$ cat config.mk
export PLATFORM = sky130hd
export DESIGN_NAME = cordic_result_normalizer
export DESIGN_NICKNAME = d
export VERILOG_FILES = /design/src/rtl/cordic_result_normalizer_pkg.sv /design/src/rtl/cordic_result_normalizer.sv
export SDC_FILE = /design/constraint.sdc
export NUM_CORES = 1
export LEC_CHECK = 0
export ABC_AREA = 1
export ABC_CLOCK_PERIOD_IN_PS = 1950
export CORE_MARGIN = 8
export CORE_UTILIZATION = 40
export DETAILED_ROUTE_END_ITERATION = 10
export DONT_BUFFER_PORTS = 1
export GPL_TIMING_DRIVEN = 0
export PLACE_DENSITY = 0.53
export SYNTH_ARGS = -nofsm -noshare
export SYNTH_HDL_FRONTEND = slang
export SYNTH_SLANG_ARGS = --single-unit
$ cat constraint.sdc
create_clock -name clk -period 1.95 [get_ports clk]
set_input_delay 0.39 -clock clk [delete_from_list [all_inputs] [get_ports clk]]
set_output_delay 0.39 -clock clk [all_outputs]
set_load 0.005 [all_outputs]
$ cat src/rtl/cordic_result_normalizer_pkg.sv
// Shared constants and types for the CORDIC result normaliser (fixed Q1.20 to IEEE-754 single).
package cordic_result_normalizer_pkg;

  localparam int unsigned FIX_W    = 21;
  localparam int unsigned FRAC_W   = 20;
  localparam int unsigned EXP_BIAS = 127;
  localparam int unsigned FP_W     = 32;
  localparam int unsigned EXP_W    = 8;
  localparam int unsigned MANT_W   = 23;
  localparam int unsigned NIB_W    = 4;

  typedef enum logic [1:0] {
    IDLE = 2'd0,
    NORM = 2'd1,
    DONE = 2'd2
  } state_e;

  localparam logic [FP_W-1:0] FP_ZERO = '0;

endpackage

$ cat src/rtl/cordic_result_normalizer.sv
// Iterative coarse/fine left-shift normaliser: unsigned Q1.20 magnitude + sign in,
// IEEE-754 single out over valid/ready. One transaction in flight at a time.
module cordic_result_normalizer
  import cordic_result_normalizer_pkg::*;
(
  input  logic              clk,
  input  logic              reset,
  input  logic              clk_en,
  input  logic              in_valid,
  output logic              in_ready,
  input  logic [FIX_W-1:0]  in_fixed,
  input  logic              in_sign,
  output logic              out_valid,
  input  logic              out_ready,
  output logic [FP_W-1:0]   result_fp
);

  localparam int unsigned PAD_W = MANT_W - FRAC_W;

  state_e             r_state;
  state_e             w_state_next;
  logic [FIX_W-1:0]   r_m;
  logic [EXP_W-1:0]   r_e;
  logic               r_s;
  logic               r_z;
  logic [FP_W-1:0]    r_result;
  logic               r_in_ready;
  logic               r_out_valid;
  logic               w_in_ready_d;
  logic               w_out_valid_d;
  logic               w_nib_zero;

  assign w_nib_zero = (r_m[FIX_W-1 -: NIB_W] == '0);

  assign in_ready  = r_in_ready;
  assign out_valid = r_out_valid;
  assign result_fp = r_result;

  always_ff @(posedge clk or posedge reset) begin
    if (reset) begin
      r_state <= IDLE;
    end else if (clk_en) begin
      r_state <= w_state_next;
    end
  end

  always_comb begin
    w_state_next = r_state;
    case (r_state)
      IDLE:    if (in_valid) w_state_next = NORM;
      NORM:    if (r_z || r_m[FIX_W-1]) w_state_next = DONE;
      DONE:    if (out_ready) w_state_next = IDLE;
      default: w_state_next = IDLE;
    endcase
  end

  // Handshake flags are registered from the next state so they track r_state exactly.
  always_comb begin
    w_in_ready_d  = 1'b0;
    w_out_valid_d = 1'b0;
    w_in_ready_d  = (w_state_next == IDLE);
    w_out_valid_d = (w_state_next == DONE);
  end

  always_ff @(posedge clk or posedge reset) begin
    if (reset) begin
      r_m         <= '0;
      r_e         <= '0;
      r_s         <= 1'b0;
      r_z         <= 1'b0;
      r_result    <= FP_ZERO;
      r_in_ready  <= 1'b1;
      r_out_valid <= 1'b0;
    end else if (clk_en) begin
      r_in_ready  <= w_in_ready_d;
      r_out_valid <= w_out_valid_d;
      case (r_state)
        IDLE: begin
          if (in_valid) begin
            r_m <= in_fixed;
            r_e <= EXP_W'(EXP_BIAS);
            r_s <= in_sign;
            r_z <= (in_fixed == '0);
          end
        end
        NORM: begin
          // Zero wins over sign so a negative zero still encodes as +0.
          if (r_z) begin
            r_result <= FP_ZERO;
          end else if (r_m[FIX_W-1]) begin
            r_result <= {r_s, r_e, r_m[FRAC_W-1:0], PAD_W'(0)};
          end else if (w_nib_zero) begin
            r_m <= r_m << NIB_W;
            r_e <= r_e - EXP_W'(NIB_W);
          end else begin
            r_m <= r_m << 1;
            r_e <= r_e - EXP_W'(1);
          end
        end
        default: ;
      endcase
    end
  end

endmodule
### Word-level counts from Yosys, hierarchy flattened

Cells that the tools add are included.
Widths: inputs -> output; s select.

* register bits after elaboration: 67
* input port bits: 27
* output and inout port bits: 34

* add/subtract/negate cells: 2
* equality and inequality tests: 6
* multiplexer cells: 16
* reduce and logical (&&, ||, !) cells: 11

Operators by type and width (count)
* $mux 21: 4
* $mux 32: 2
* $pmux 21 s2: 1
* $mux 8: 4
* $logic_not 21->1: 1
* $pmux 8 s2: 1
* $sub 8x1->8 const B: 1
* $sub 8x3->8 const B: 1
* $mux 2: 3
* $ne 2x2->1 const B: 3
* $pmux 2 s3: 1
* $reduce_and 3->1: 2
* $reduce_and 5->1: 1
* $eq 2x2->1 const B: 2
* $logic_not 2->1: 2
* $logic_not 4->1: 1
* $reduce_and 4->1: 1
* $reduce_bool 2->1: 2
* $eq 2x1->1 const B: 1
* $logic_or 1x1->1: 1

### Depth between registers and ports, before layout

Gate-level depths: netlist (run 1).

* word-level depth: 5
* gate-level depth with buffers: 8
* gate-level depth less buffers: 8

### Least setup slack after synthesis (run 1)

Ideal clock, no wire load.

* path kind: reg2reg
* start: register r_state[1]
* end: register r_m[18]
* arrival time: 1.170 ns
* data required time: 1.826 ns
* path slack: 0.656 ns
* cell stages (with the launch flop): 8
* path buffers: 1
* clock period less this slack: 1.294 ns
* cell sequence: dfrtp_1 -> inv_2 -> nand2_1 -> nor2_4 -> nand2_8 -> buf_4 -> a21oi_1 -> a21oi_1

* cells in the longest elaborated chain, start to end: 3
* elaborated cells on any way between the ends: 8
* those cells by class: eq/ne (4); mux (1); reduce/logical (3)

RTL lines
* start: declaration: RTL line cordic_result_normalizer.sv:20 `state_e r_state;`
* start signal: assignment: RTL line cordic_result_normalizer.sv:43 `r_state <= w_state_next;`
* $eq 2x1->1 or $logic_not 2->1 (tied branches): RTL line cordic_result_normalizer.sv:77 `case (r_state)`
* $ne 2x2->1 (no source line) or $reduce_bool 2->1 (tied branches)
* $reduce_and 5->1 (no source line)
* end signal: assignment: RTL line cordic_result_normalizer.sv:80 `r_m <= in_fixed;`
* end signal: assignment: RTL line cordic_result_normalizer.sv:93 `r_m <= r_m << NIB_W;`
* end signal: assignment: RTL line cordic_result_normalizer.sv:96 `r_m <= r_m << 1;`
* end: declaration: RTL line cordic_result_normalizer.sv:22 `logic [FIX_W-1:0] r_m;`

Several ways; a longest one is shown, not always the timed one.
A chain may end at the register's enable or synchronous reset.

### Worst setup path after layout (run 1)

* start: register r_state[1]
* end: register r_m[3]

Same word-level chain as after synthesis.

==> metrics.cfg, run 1 <==
[worst_setup_path]
cp.arrival_ns=1.83
start_kind=register
crit_path_end_kind=register
critPathKind=reg -> reg
worst_ep_required_time_ns=2.20
crit_fanout=10

[cells_and_area]
nFillCells=829
antenna_diode_count=0
layout.cells.non_filler=515
syn_to_final_growth_pct=12.3
fin_util_pct=45.5
design.final.nets=435
layout-drive-gt1-share_pct=12.7

[sta]
count_of_endpoints_failing_setup_in_the_final_report=0
shortest_clock_period_the_worst_path_allows_after_layout_ns=1.57
final_clock_period_utilization_by_the_worst_path_pct=80.6
worst-slew-pin-transition_ns=0.654
final.setup.tns_ns=0
achievable-frequency_mhz=636
finalHoldViolCount=0
rsz0062_at_grt=no
max-slew-margin-rel_pct=56.3
setup_slack_ns=0.379
slew_viol_final=0
worst_clock_skew_ns=0.0139

[logic_synthesis]
synthesized_instance_count=392
syn-cell-area_um2=3260
sequential_cell_area_fraction_in_the_yosys_report_pct=49.1
syn_area_per_cell_um2=8.32
synth_area_leader_cell=sky130_fd_sc_hd__dfrtp_1
yosys_warnings=0
ys_ff_latch=64
yosys.cell_types.count=31
synth_top_cell_area_share_pct=48.3
synthTopCellsByArea=sky130_fd_sc_hd__dfrtp_1 (48%), sky130_fd_sc_hd__nand2_1 (9.2%), sky130_fd_sc_hd__nand3_1 (7.4%)

[route]
drc=0
avgRoutedWirePerCell_um=17.3
number_of_detailed_route_iterations_in_the_first_pass=4
post_drt_via_cell_ratio=5.26
detailroute.via_count=2709
wirelength_mm=8.91
postRouteAntennaNets=0
drt_first_iter_violations=142

[clock_tree]
tritoncts_num_sinks=64
cts-htree-levels=3
max-clock-path-buffers=2
post_cts.resized_instances=0
cts_tree=yes
cts_setup_buffers=0
clock_latency_ns=0.34
postCtsHoldBufs=0
cts_buffers=9
clk_pin_slew_ns=0.08
clock_tree.root_cell=sky130_fd_sc_hd__clkbuf_8

[power]
p_leak_nw=1.74
power.share.combinational_pct=35.4
vdd_drop_max_v=0.000621
pwr-share-clk_pct=23.1
pwr_density_cell_nw_per_um2=1620
netSwitchingFraction_pct=40.4
seqPwrFrac_pct=41.5
power.switching_mw=2.41
cell_internal_pwr_mw=3.54

[global_route]
antenna_found_initial=0
grt_pass1_vias=2753
gr-total-overflow=0
grt_start_max_net_pins=37
grt_usage_pct=16.5
wire_length_of_the_first_global_routing_pass_mm=14.7

[floorplanning]
die-width_um=106
fp.coreArea_um2=8050
num_io_pins=61
die-area_um2=11300
std_cell_rows=33
die_height_um=106
initial_utilization_pct=40.5

[worst_hold_path]
hp-class=in -> async

[status]
status=completed

[place]
detailedPlace.worstSlack_ns=0.402
io_buffer_count=0
place_congestion=0.803
post-place-cells=500
post-dp-hpwl_mm=6.57

[run]
cap_violations=0

-- worst max-delay path: stages (launching register included) --
cell	delay, ns
sky130_fd_sc_hd__dfrtp_1	0.47
sky130_fd_sc_hd__inv_2	0.12
sky130_fd_sc_hd__nand2_2	0.17
sky130_fd_sc_hd__nor2_4	0.24
sky130_fd_sc_hd__buf_4	0.22
sky130_fd_sc_hd__nand3_1	0.08
sky130_fd_sc_hd__a22oi_1	0.18
-- final timing paths --
check	startpoint	to	slack, ns	depth (start not counted)
max in group asynchronous	reset	r_m[5]$_DFFE_PP0P_	1.35	2
hold / removal	reset	result_fp[16]$_DFFE_PP0P_	0.006	1
min in group clk	clk_en	r_state[1]$_DFFE_PP0P_	0.14	1
hold reg to reg	in_ready$_DFFE_PP1P_	in_ready$_DFFE_PP1P_	0.49	2
setup / recovery	r_state[1]$_DFFE_PP0P_	r_m[3]$_DFFE_PP0P_	0.38	6
setup reg to reg	r_state[1]$_DFFE_PP0P_	r_m[3]$_DFFE_PP0P_	0.38	6
-- cell usage in the layout, fill, tap and decap left out, drive strengths merged --
cell type / count
inv: 28
bufinv: 2
o211ai: 12
ha: 2
a21boi: 1
clkbuf: 21
a21oi: 25
o31ai: 1
a22oi: 12
nand3b: 2
nand3: 48
o21ai: 41
conb: 3
buf: 18
clkinvlp: 1
nand2: 85
nor2: 36
a31oi: 2
dfstp: 1
nor3: 2
nand4: 4
dfrtp: 63
-- synthesized netlist by cell type (all sizes together) --
cell	instances
inv	29
nand2	85
dfstp	1
a22oi	12
o211ai	12
nand3b	2
nor3	2
nand4	4
conb	1
buf	17
a21boi	1
a21oi	25
nor2	36
clkbuf	8
o21ai	41
ha	2
dfrtp	63
nand3	48
o31ai	1
a31oi	2
-- metal layers --
metal	up-vias	global-route usage [%]	wire (um)
li1	1342	-	-
met3	5	5.99	912
met5	-	0	0
met1	1284	22.9	4050
met2	78	23.1	3860
met4	0	5.43	79
-- cell type report --
class | instances | area, um2 | area share (%)
buffer | 25 | 160 | 4.37
clock buffer | 13 | 179 | 4.88
clock inverter | 2 | 60.1 | 1.64
inverter | 29 | 113 | 3.07
multi-input combinational | 276 | 1400 | 38.2
sequential | 64 | 1600 | 43.7
tap | 105 | 131 | 3.58
timing repair buffer | 1 | 20.0 | 0.546
-- power by group through the flow --
stage / Combinational, mW / Clock [mW] / Sequential [mW]
2_1_floorplan: 1.67 / 0 / 2.32
3_3_place_gp: 2.08 / 0 / 2.50
3_5_place_dp: 2.11 / 0 / 2.50
4_1_cts: 2.12 / 1.40 / 2.49
5_1_grt: 2.44 / 1.46 / 2.57
6_report: 2.11 / 1.37 / 2.47
-- state kept, by name, indices dropped and copies added (netlist names) --
| register | flops |
|---|---|
| r_e | 8 |
| r_m | 21 |
| result_fp | 29 |
| in_ready | 1 |
| r_state | 2 |
| r_s | 1 |
| r_z | 1 |
| out_valid | 1 |
-- cells by family (layout without fill, tap and decap cells) --
kind of cell	after synthesis	in the layout	share of synthesized area (%)
fa+ha+maj	2	2	0.767
simple gates	177	177	25.1
compound gates	94	94	16.6
other cells	1	3	0.115
buf+inv	54	70	8.24
flops	64	64	49.1
-- stage by stage --
stage          area (um2)  hold slack (ns)  power (mW)
6_report             3660          0.00594        5.95
5_1_grt              3660           0.0347        6.46
4_1_cts              3660           0.0196        6.01
3_5_place_dp         3430            0.388        4.62
3_3_place_gp         3410            0.471        4.58
2_1_floorplan        3270            0.449        3.99
No activity file was read; power rests on OpenSTA's default activity.
==> run 2, diff against run 1 <==
Settings changed: ABC_CLOCK_PERIOD_IN_PS 1950 to 1500, PLACE_DENSITY 0.53 to 0.51.
Clock period 1.95 ns to 1.5 ns, I/O delays scaled along.
==> run 2 against run 1 <==
  * Non-clock buffer count up 15
  * Utilization up 2.6 points
  * Final area increased by 5.7%
  * Clock skew decreased by 0.0045 ns
  * Die area stayed put
  * Worst setup slack worse by 0.34 ns
  * Sequential cell count is the same
  * Wire length rose by 2.4%
  * Global-route usage down 0.11 points
  * Total power rose by 38%
  * Hold slack improved by 0.038 ns
  * Highest routed layer unchanged
==> metrics.cfg, run 2 (synthesis gave the netlist of run 1 again) <==
[status]
status=completed  ; unchanged

[sta]
setup_slack_ns=0.0343  ; was 0.379 ns
final.hold.worst_slack_ns=0.0441  ; was 0.00594 ns
finalHoldViolCount=0  ; unchanged
achievable-frequency_mhz=682  ; was 636 MHz
worst_clock_skew_ns=0.00936  ; was 0.0139 ns
shortest_clock_period_the_worst_path_allows_after_layout_ns=1.47  ; was 1.57 ns
final_clock_period_utilization_by_the_worst_path_pct=97.7  ; was 80.6%
max-slew-margin-rel_pct=61.1  ; was 56.3%
worst-slew-pin-transition_ns=0.582  ; was 0.654 ns
slew_viol_final=0  ; unchanged
rsz0062_at_grt=yes  ; was no
count_of_endpoints_failing_setup_in_the_final_report=0  ; unchanged

[power]
power.switching_mw=3.29  ; was 2.41 mW
vdd_drop_max_v=0.000937  ; was 0.000621 V
finalPower_mw=8.22  ; was 5.95 mW
seqPwrFrac_pct=39.5  ; was 41.5%
pwr_density_cell_nw_per_um2=2120  ; was 1620 nW/um2
p_leak_nw=1.81  ; was 1.74 nW
netSwitchingFraction_pct=40.0  ; was 40.4%
power.share.combinational_pct=38.7  ; was 35.4%
cell_internal_pwr_mw=4.93  ; was 3.54 mW
pwr-share-clk_pct=21.8  ; was 23.1%

[worst_hold_path]
timing.hold.worst_endpoint=r_state[1]$_DFFE_PP0P_
worst_hold_path_stage_count=1
hp-class=in -> reg  ; was in -> async
worst_hold_startpoint=clk_en

[place]
post-place-cells=500  ; unchanged
detailedPlace.worstSlack_ns=-0.0767  ; was 0.402 ns
io_buffer_count=0  ; unchanged
place_congestion=0.831  ; was 0.803
post-dp-hpwl_mm=6.54  ; was 6.57 mm

[floorplanning]
initial_utilization_pct=40.5  ; unchanged
die-area_um2=11300  ; unchanged
fp.coreArea_um2=8050  ; unchanged
die_height_um=106  ; unchanged
num_io_pins=61  ; unchanged
die-width_um=106  ; unchanged
std_cell_rows=33  ; unchanged

[route]
drc=0  ; unchanged
postRouteAntennaNets=0  ; unchanged
number_of_detailed_route_iterations_in_the_first_pass=5  ; was 4
avgRoutedWirePerCell_um=17.2  ; was 17.3 um
drt_first_iter_violations=182  ; was 142
detailroute.via_count=2776  ; was 2,709
post_drt_via_cell_ratio=5.24  ; was 5.26
wirelength_mm=9.12  ; was 8.91 mm

[clock_tree]
cts_tree=yes  ; unchanged
clock_latency_ns=0.34  ; about the same
cts_buffers=9  ; unchanged
max-clock-path-buffers=2  ; unchanged
tritoncts_num_sinks=64  ; unchanged
clock_tree.root_cell=sky130_fd_sc_hd__clkbuf_8  ; unchanged
cts-htree-levels=3  ; unchanged
clk_pin_slew_ns=0.08  ; about the same

[worst_setup_path]
critPathTopFamily=simple AND/OR/NAND/NOR gates  ; unchanged
regToRegSetupSlack_ns=0.03  ; was 0.38 ns
crit-reg2reg-capture=result_fp[3]$_DFFE_PP0P_  ; was r_m[3]$_DFFE_PP0P_
start_kind=register  ; unchanged
critical-path-max-stage-delay_ns=0.46  ; was 0.47 ns
critical_path_cell_by_cell=buf_12, nor2_8, nand2_8, nor2_4, buf_6, buf_8, nand3_1, nand2_1  ; was inv_2, nand2_2, nor2_4, buf_4, nand3_1, a22oi_1
critPathSlowestCell=sky130_fd_sc_hd__dfrtp_2  ; was sky130_fd_sc_hd__dfrtp_1
cp_num_buf_inv=3  ; was 2
critPathKind=reg -> reg  ; unchanged
crit_fanout=10  ; unchanged
crit_path_end_kind=register  ; unchanged
rr_startpoint=r_state[1]$_DFFE_PP0P_  ; unchanged
cells_on_worst_reg2reg_path=8  ; was 6
cp.arrival_ns=1.74  ; was 1.83 ns
worst_ep_required_time_ns=1.77  ; was 2.20 ns

[cells_and_area]
nFillCells=805  ; was 829
layout.cells.most_common=sky130_fd_sc_hd__nand2_1  ; unchanged
layout.cells.non_filler=530  ; was 515
layout-drive-gt1-share_pct=19.1  ; was 12.7%
layout.cells.most_common_list=sky130_fd_sc_hd__nand2_1 (80), sky130_fd_sc_hd__dfrtp_1 (60), sky130_fd_sc_hd__nand3_1 (46)  ; was sky130_fd_sc_hd__nand2_1 (80), sky130_fd_sc_hd__dfrtp_1 (63), sky130_fd_sc_hd__nand3_1 (48)
antenna_diode_count=0  ; unchanged
largest_reg_flops=29  ; unchanged
design.final.nets=450  ; was 435
syn_to_final_growth_pct=18.7  ; was 12.3%

[global_route]
antenna_found_initial=0  ; unchanged
gr-total-overflow=0  ; unchanged
grt_start_max_net_pins=40  ; was 37
grt_usage_pct=16.4  ; was 16.5%
grt_pass1_vias=2648  ; was 2,753
wire_length_of_the_first_global_routing_pass_mm=14.6  ; was 14.7 mm

[run]
cap_violations=0  ; unchanged

==> run 2: cell types whose count changed in the layout (fill, tap and decap cells not counted), moves of 2 or more <==
cell                       change
sky130_fd_sc_hd__a21oi_1       -2
sky130_fd_sc_hd__a21oi_2       +2
sky130_fd_sc_hd__buf_4        +13
sky130_fd_sc_hd__buf_8         +2
sky130_fd_sc_hd__clkbuf_1      -2
sky130_fd_sc_hd__dfrtp_1       -3
sky130_fd_sc_hd__dfrtp_2       +3
sky130_fd_sc_hd__inv_1         -2
sky130_fd_sc_hd__inv_2         -2
sky130_fd_sc_hd__inv_4         +3
sky130_fd_sc_hd__nand3_1       -2
sky130_fd_sc_hd__nand3_2       +2
sky130_fd_sc_hd__nor2_1        -3
sky130_fd_sc_hd__nor2_2        +2
==> run 2: worst max-delay path by stage <==
stage	from	end	slack, ns	depth (start not counted)
finish	r_state[1]$_DFFE_PP0P_	result_fp[3]$_DFFE_PP0P_	0.03	8
global route	r_state[1]$_DFFE_PP0P_	result_fp[5]$_DFFE_PP0P_	-0.02	8
CTS	r_state[0]$_DFFE_PP0P_	r_m[8]$_DFFE_PP0P_	-0.005	7
detailed placement	r_state[0]$_DFFE_PP0P_	r_z$_DFFE_PP0P_	-0.08	5
global placement	r_state[0]$_DFFE_PP0P_	r_z$_DFFE_PP0P_	-0.06	5
floorplan	r_state[1]$_DFFE_PP0P_	r_m[18]$_DFFE_PP0P_	0.21	7
==> run 2: per-layer routing <==
layer,track usage (%),share of wire [%],up-vias
met5,0,0,-
met4,4.82,0.87,0
met2,23.5,43,80
met1,22.7,48,1310
li1,-,-,1378
met3,5.69,8.1,8
==> run 2: final cells by class <==
| cell class | instances | area [um2] | area share (%) |
|---|---|---|---|
| tap | 105 | 131 | 3.39 |
| clock inverter | 2 | 60.1 | 1.55 |
| inverter | 29 | 124 | 3.20 |
| timing repair buffer | 16 | 151 | 3.91 |
| multi-input combinational | 276 | 1450 | 37.4 |
| clock buffer | 13 | 179 | 4.62 |
| buffer | 25 | 173 | 4.46 |
| sequential | 64 | 1610 | 41.5 |
==> run 2: power groups by stage <==
stage	Combinational, mW	Sequential (mW)	Clock (mW)
2_1_floorplan	2.17	3.01	0
3_3_place_gp	2.70	3.25	0
3_5_place_dp	2.75	3.25	0
4_1_cts	2.86	3.23	1.83
5_1_grt	3.57	3.36	1.90
6_report	3.18	3.24	1.79
==> run 2: through the flow <==
step                      setup TNS, ns  utilization (%)  cell area (um2)
after floorplan                       0                -             3270
after global placement           -0.406             42.3             3410
after detailed placement         -0.578             42.5             3430
after CTS                      -0.00506             46.1             3710
after global routing             -0.148             48.1             3870
final                                 0             48.1             3870
==> run 2: what timing repair did <==
item,in CTS,in global routing
pin swaps,1,4
hold buffers,1,0
hold endpoints to repair,24,0
endpoints found under the setup margin,17,61
gates resized for setup,4,24
buffers inserted,4,10
==> run 2: worst register-to-register path, cell delays in order (launching register included) <==
cell,delay (ns)
sky130_fd_sc_hd__dfrtp_2,0.46
sky130_fd_sc_hd__buf_12,0.14
sky130_fd_sc_hd__nor2_8,0.15
sky130_fd_sc_hd__nand2_8,0.10
sky130_fd_sc_hd__nor2_4,0.10
sky130_fd_sc_hd__buf_6,0.14
sky130_fd_sc_hd__buf_8,0.14
sky130_fd_sc_hd__nand3_1,0.08
sky130_fd_sc_hd__nand2_1,0.07
==> run 3, diff against run 2 <==
Settings changed: ABC_CLOCK_PERIOD_IN_PS 1500 to 1200, PLACE_DENSITY 0.51 to 0.53.
Clock period 1.5 ns to 1.2 ns, I/O delays scaled along.
==> run 3 against run 2 <==
  * The flow now finishes with violations (setup timing)
  * Critical path depth is 1 lower
  * Register-to-register slack worse by 0.24 ns
  * Final area is 7.4% higher
  * Via count is 5.0% higher
  * First-iteration DRC count is 63% lower
  * Maximum frequency is 4.6% higher
  * Clock power is 3% higher
  * Critical endpoint is now r_m[4]$_DFFE_PP0P_
  * Largest cell class is now multi-input gates
  * Largest power group is now combinational logic
==> metrics.cfg, run 3 (synthesis gave the netlist of run 1 again) <==
[status]
status=finished with violations  ; was completed
violations=setup timing

[floorplanning]
initial_utilization_pct=40.5  ; unchanged
die_height_um=106  ; unchanged
die-width_um=106  ; unchanged
die-area_um2=11300  ; unchanged
num_io_pins=61  ; unchanged
std_cell_rows=33  ; unchanged
fp.coreArea_um2=8050  ; unchanged

[route]
drt_first_iter_violations=67  ; was 182
number_of_detailed_route_iterations_in_the_first_pass=5  ; unchanged
postRouteAntennaNets=0  ; unchanged
drc=0  ; unchanged
avgRoutedWirePerCell_um=18.0  ; was 17.2 um
detailroute.via_count=2915  ; was 2,776
wirelength_mm=9.72  ; was 9.12 mm
post_drt_via_cell_ratio=5.39  ; was 5.24

[sta]
final_clock_period_utilization_by_the_worst_path_pct=117  ; was 97.7%
max-slew-margin-rel_pct=54.4  ; was 61.1%
slew_viol_final=0  ; unchanged
count_of_endpoints_failing_setup_in_the_final_report=64  ; was 0
worst-slew-pin-transition_ns=0.680  ; was 0.582 ns
worst_clock_skew_ns=0.0142  ; was 0.00936 ns
shortest_clock_period_the_worst_path_allows_after_layout_ns=1.40  ; was 1.47 ns
rsz0062_at_grt=yes  ; unchanged
setup_slack_ns=-0.202  ; was 0.0343 ns
achievable-frequency_mhz=713  ; was 682 MHz
finalHoldViolCount=0  ; unchanged

[worst_setup_path]
crit_fanout=8  ; was 10
cells_on_worst_reg2reg_path=7  ; was 8
crit_path_end_kind=register  ; unchanged
worstSetupEndpoint=r_m[4]$_DFFE_PP0P_  ; was result_fp[3]$_DFFE_PP0P_
critPathKind=reg -> reg  ; unchanged
regToRegSetupSlack_ns=-0.20  ; was 0.03 ns
critPathLaunch=r_state[1]$_DFFE_PP0P_  ; unchanged
start_kind=register  ; unchanged
rr_startpoint=r_state[1]$_DFFE_PP0P_  ; unchanged
cp.arrival_ns=1.62  ; was 1.74 ns
worst_ep_required_time_ns=1.42  ; was 1.77 ns
crit-reg2reg-capture=r_m[4]$_DFFE_PP0P_  ; was result_fp[3]$_DFFE_PP0P_

[power]
vdd_drop_max_v=0.000926  ; was 0.000937 V
pwr_density_cell_nw_per_um2=2540  ; was 2120 nW/um2
p_leak_nw=1.87  ; was 1.81 nW
finalPower_mw=10.6  ; was 8.22 mW

[worst_hold_path]
hp-class=in -> reg  ; unchanged

[clock_tree]
clock_tree.root_cell=sky130_fd_sc_hd__clkbuf_8  ; unchanged
clock_latency_ns=0.35  ; was 0.34 ns
max-clock-path-buffers=2  ; unchanged
cts-htree-levels=3  ; unchanged
clk_pin_slew_ns=0.07  ; was 0.08 ns
cts_tree=yes  ; unchanged
tritoncts_num_sinks=64  ; unchanged
cts_buffers=9  ; unchanged

[cells_and_area]
layout-drive-gt1-share_pct=28.0  ; was 19.1%
nFillCells=783  ; was 805
design.final.nets=460  ; was 450
layout.cells.most_common_list=sky130_fd_sc_hd__nand2_1 (77), sky130_fd_sc_hd__dfrtp_1 (60), sky130_fd_sc_hd__nand3_1 (31)  ; was sky130_fd_sc_hd__nand2_1 (80), sky130_fd_sc_hd__dfrtp_1 (60), sky130_fd_sc_hd__nand3_1 (46)
syn_to_final_growth_pct=27.4  ; was 18.7%
fin_util_pct=51.6  ; was 48.1%
layout.cells.most_common=sky130_fd_sc_hd__nand2_1  ; unchanged
antenna_diode_count=0  ; unchanged
largest_reg_flops=29  ; unchanged

[global_route]
gr-total-overflow=0  ; unchanged
grt_usage_pct=16.8  ; was 16.4%
antenna_found_initial=0  ; unchanged
grt_start_max_net_pins=41  ; was 40
wire_length_of_the_first_global_routing_pass_mm=15.1  ; was 14.6 mm
grt_pass1_vias=2860  ; was 2,648

[place]
io_buffer_count=0  ; unchanged
post-dp-hpwl_mm=6.54  ; about the same
place_congestion=0.830  ; was 0.831

[run]
cap_violations=0  ; unchanged

[run 3: changes by cell type in the layout (fill, tap and decap cells not counted), sizes merged]
| cell | before | now |
|---|---|---|
| clkinv | 0 | 3 |
| dlygate4sd3 | 1 | 3 |
| bufinv | 2 | 1 |
| clkinvlp | 2 | 5 |
| clkbuf | 19 | 18 |
| buf | 34 | 39 |
[run 3: power by group]
| group | switching [mW] | internal, mW | total [mW] |
|---|---|---|---|
| sequential | 0.951 | 3.14 | 4.09 |
| clock | 0.889 | 0.949 | 1.84 |
| combinational | 2.65 | 1.99 | 4.64 |
| total | 4.49 | 6.08 | 10.6 |
[run 3: worst min path at each step]
stage                      from                         to  slack (ns)  depth (start not counted)
floorplan                clk_en     r_state[1]$_DFFE_PP0P_        0.33                          1
global placement         clk_en     r_state[1]$_DFFE_PP0P_        0.34                          1
detailed placement        reset  result_fp[23]$_DFFE_PP0P_        0.20                          1
CTS                 in_fixed[0]         r_m[0]$_DFFE_PP0P_       0.004                          2
global route        in_fixed[0]         r_m[0]$_DFFE_PP0P_       0.003                          2
finish              in_fixed[0]         r_m[0]$_DFFE_PP0P_       0.006                          2
[run 3: worst max-delay path, stage by stage (launching register included)]
cell and delay, ns:
sky130_fd_sc_hd__dfrtp_2 0.47, sky130_fd_sc_hd__inv_4 0.11, sky130_fd_sc_hd__nand2_4 0.05, sky130_fd_sc_hd__nor2_4 0.17, sky130_fd_sc_hd__nand2_8 0.11, sky130_fd_sc_hd__buf_4 0.16, sky130_fd_sc_hd__a21oi_1 0.11, sky130_fd_sc_hd__a22oi_1 0.10
[run 3: through the flow]
step	cells	hold WS, ns	worst slack (ns)	TNS [ns]	area, um2
6_report	541	0.00618	-0.202	-9.70	4160
4_1_cts	531	0.00388	-0.199	-9.35	3900
3_3_place_gp	499	0.340	-0.344	-21.85	3490
5_1_grt	541	0.00343	-0.272	-13.59	4160
3_5_place_dp	500	0.199	-0.356	-15.57	3510
2_1_floorplan	394	0.333	-0.0763	-2.04	3360
[run 3: final cells by class]
cell class                 instances  area (um2)  area share [%]
timing repair buffer              25         267            6.41
tap                              105         131            3.16
timing repair inverter             1        5.00           0.120
clock buffer                      10         128            3.07
sequential                        64        1610            38.6
inverter                          29         126            3.04
buffer                            25         211            5.09
multi-input combinational        276        1620            39.0
clock inverter                     6        60.1            1.44
[run 3: repair_timing]
| item | 4_1_cts | 5_1_grt |
|---|---|---|
| hold buffers | 3 | 0 |
| hold endpoints to repair | 27 | 0 |
| setup endpoints to repair | 64 | 65 |
| resized for setup | 23 | 53 |
| pin swaps | 9 | 16 |
| setup buffers | 12 | 6 |
| cloned | 0 | 4 |
[run 3: routing by layer]
layer | global-route usage (%) | wire length, um | up-vias
li1 | - | - | 1408
met1 | 22.2 | 4380 | 1401
met2 | 25.5 | 4420 | 96
met3 | 5.20 | 807 | 10
met4 | 5.73 | 121 | 0
met5 | 0 | 0 | -
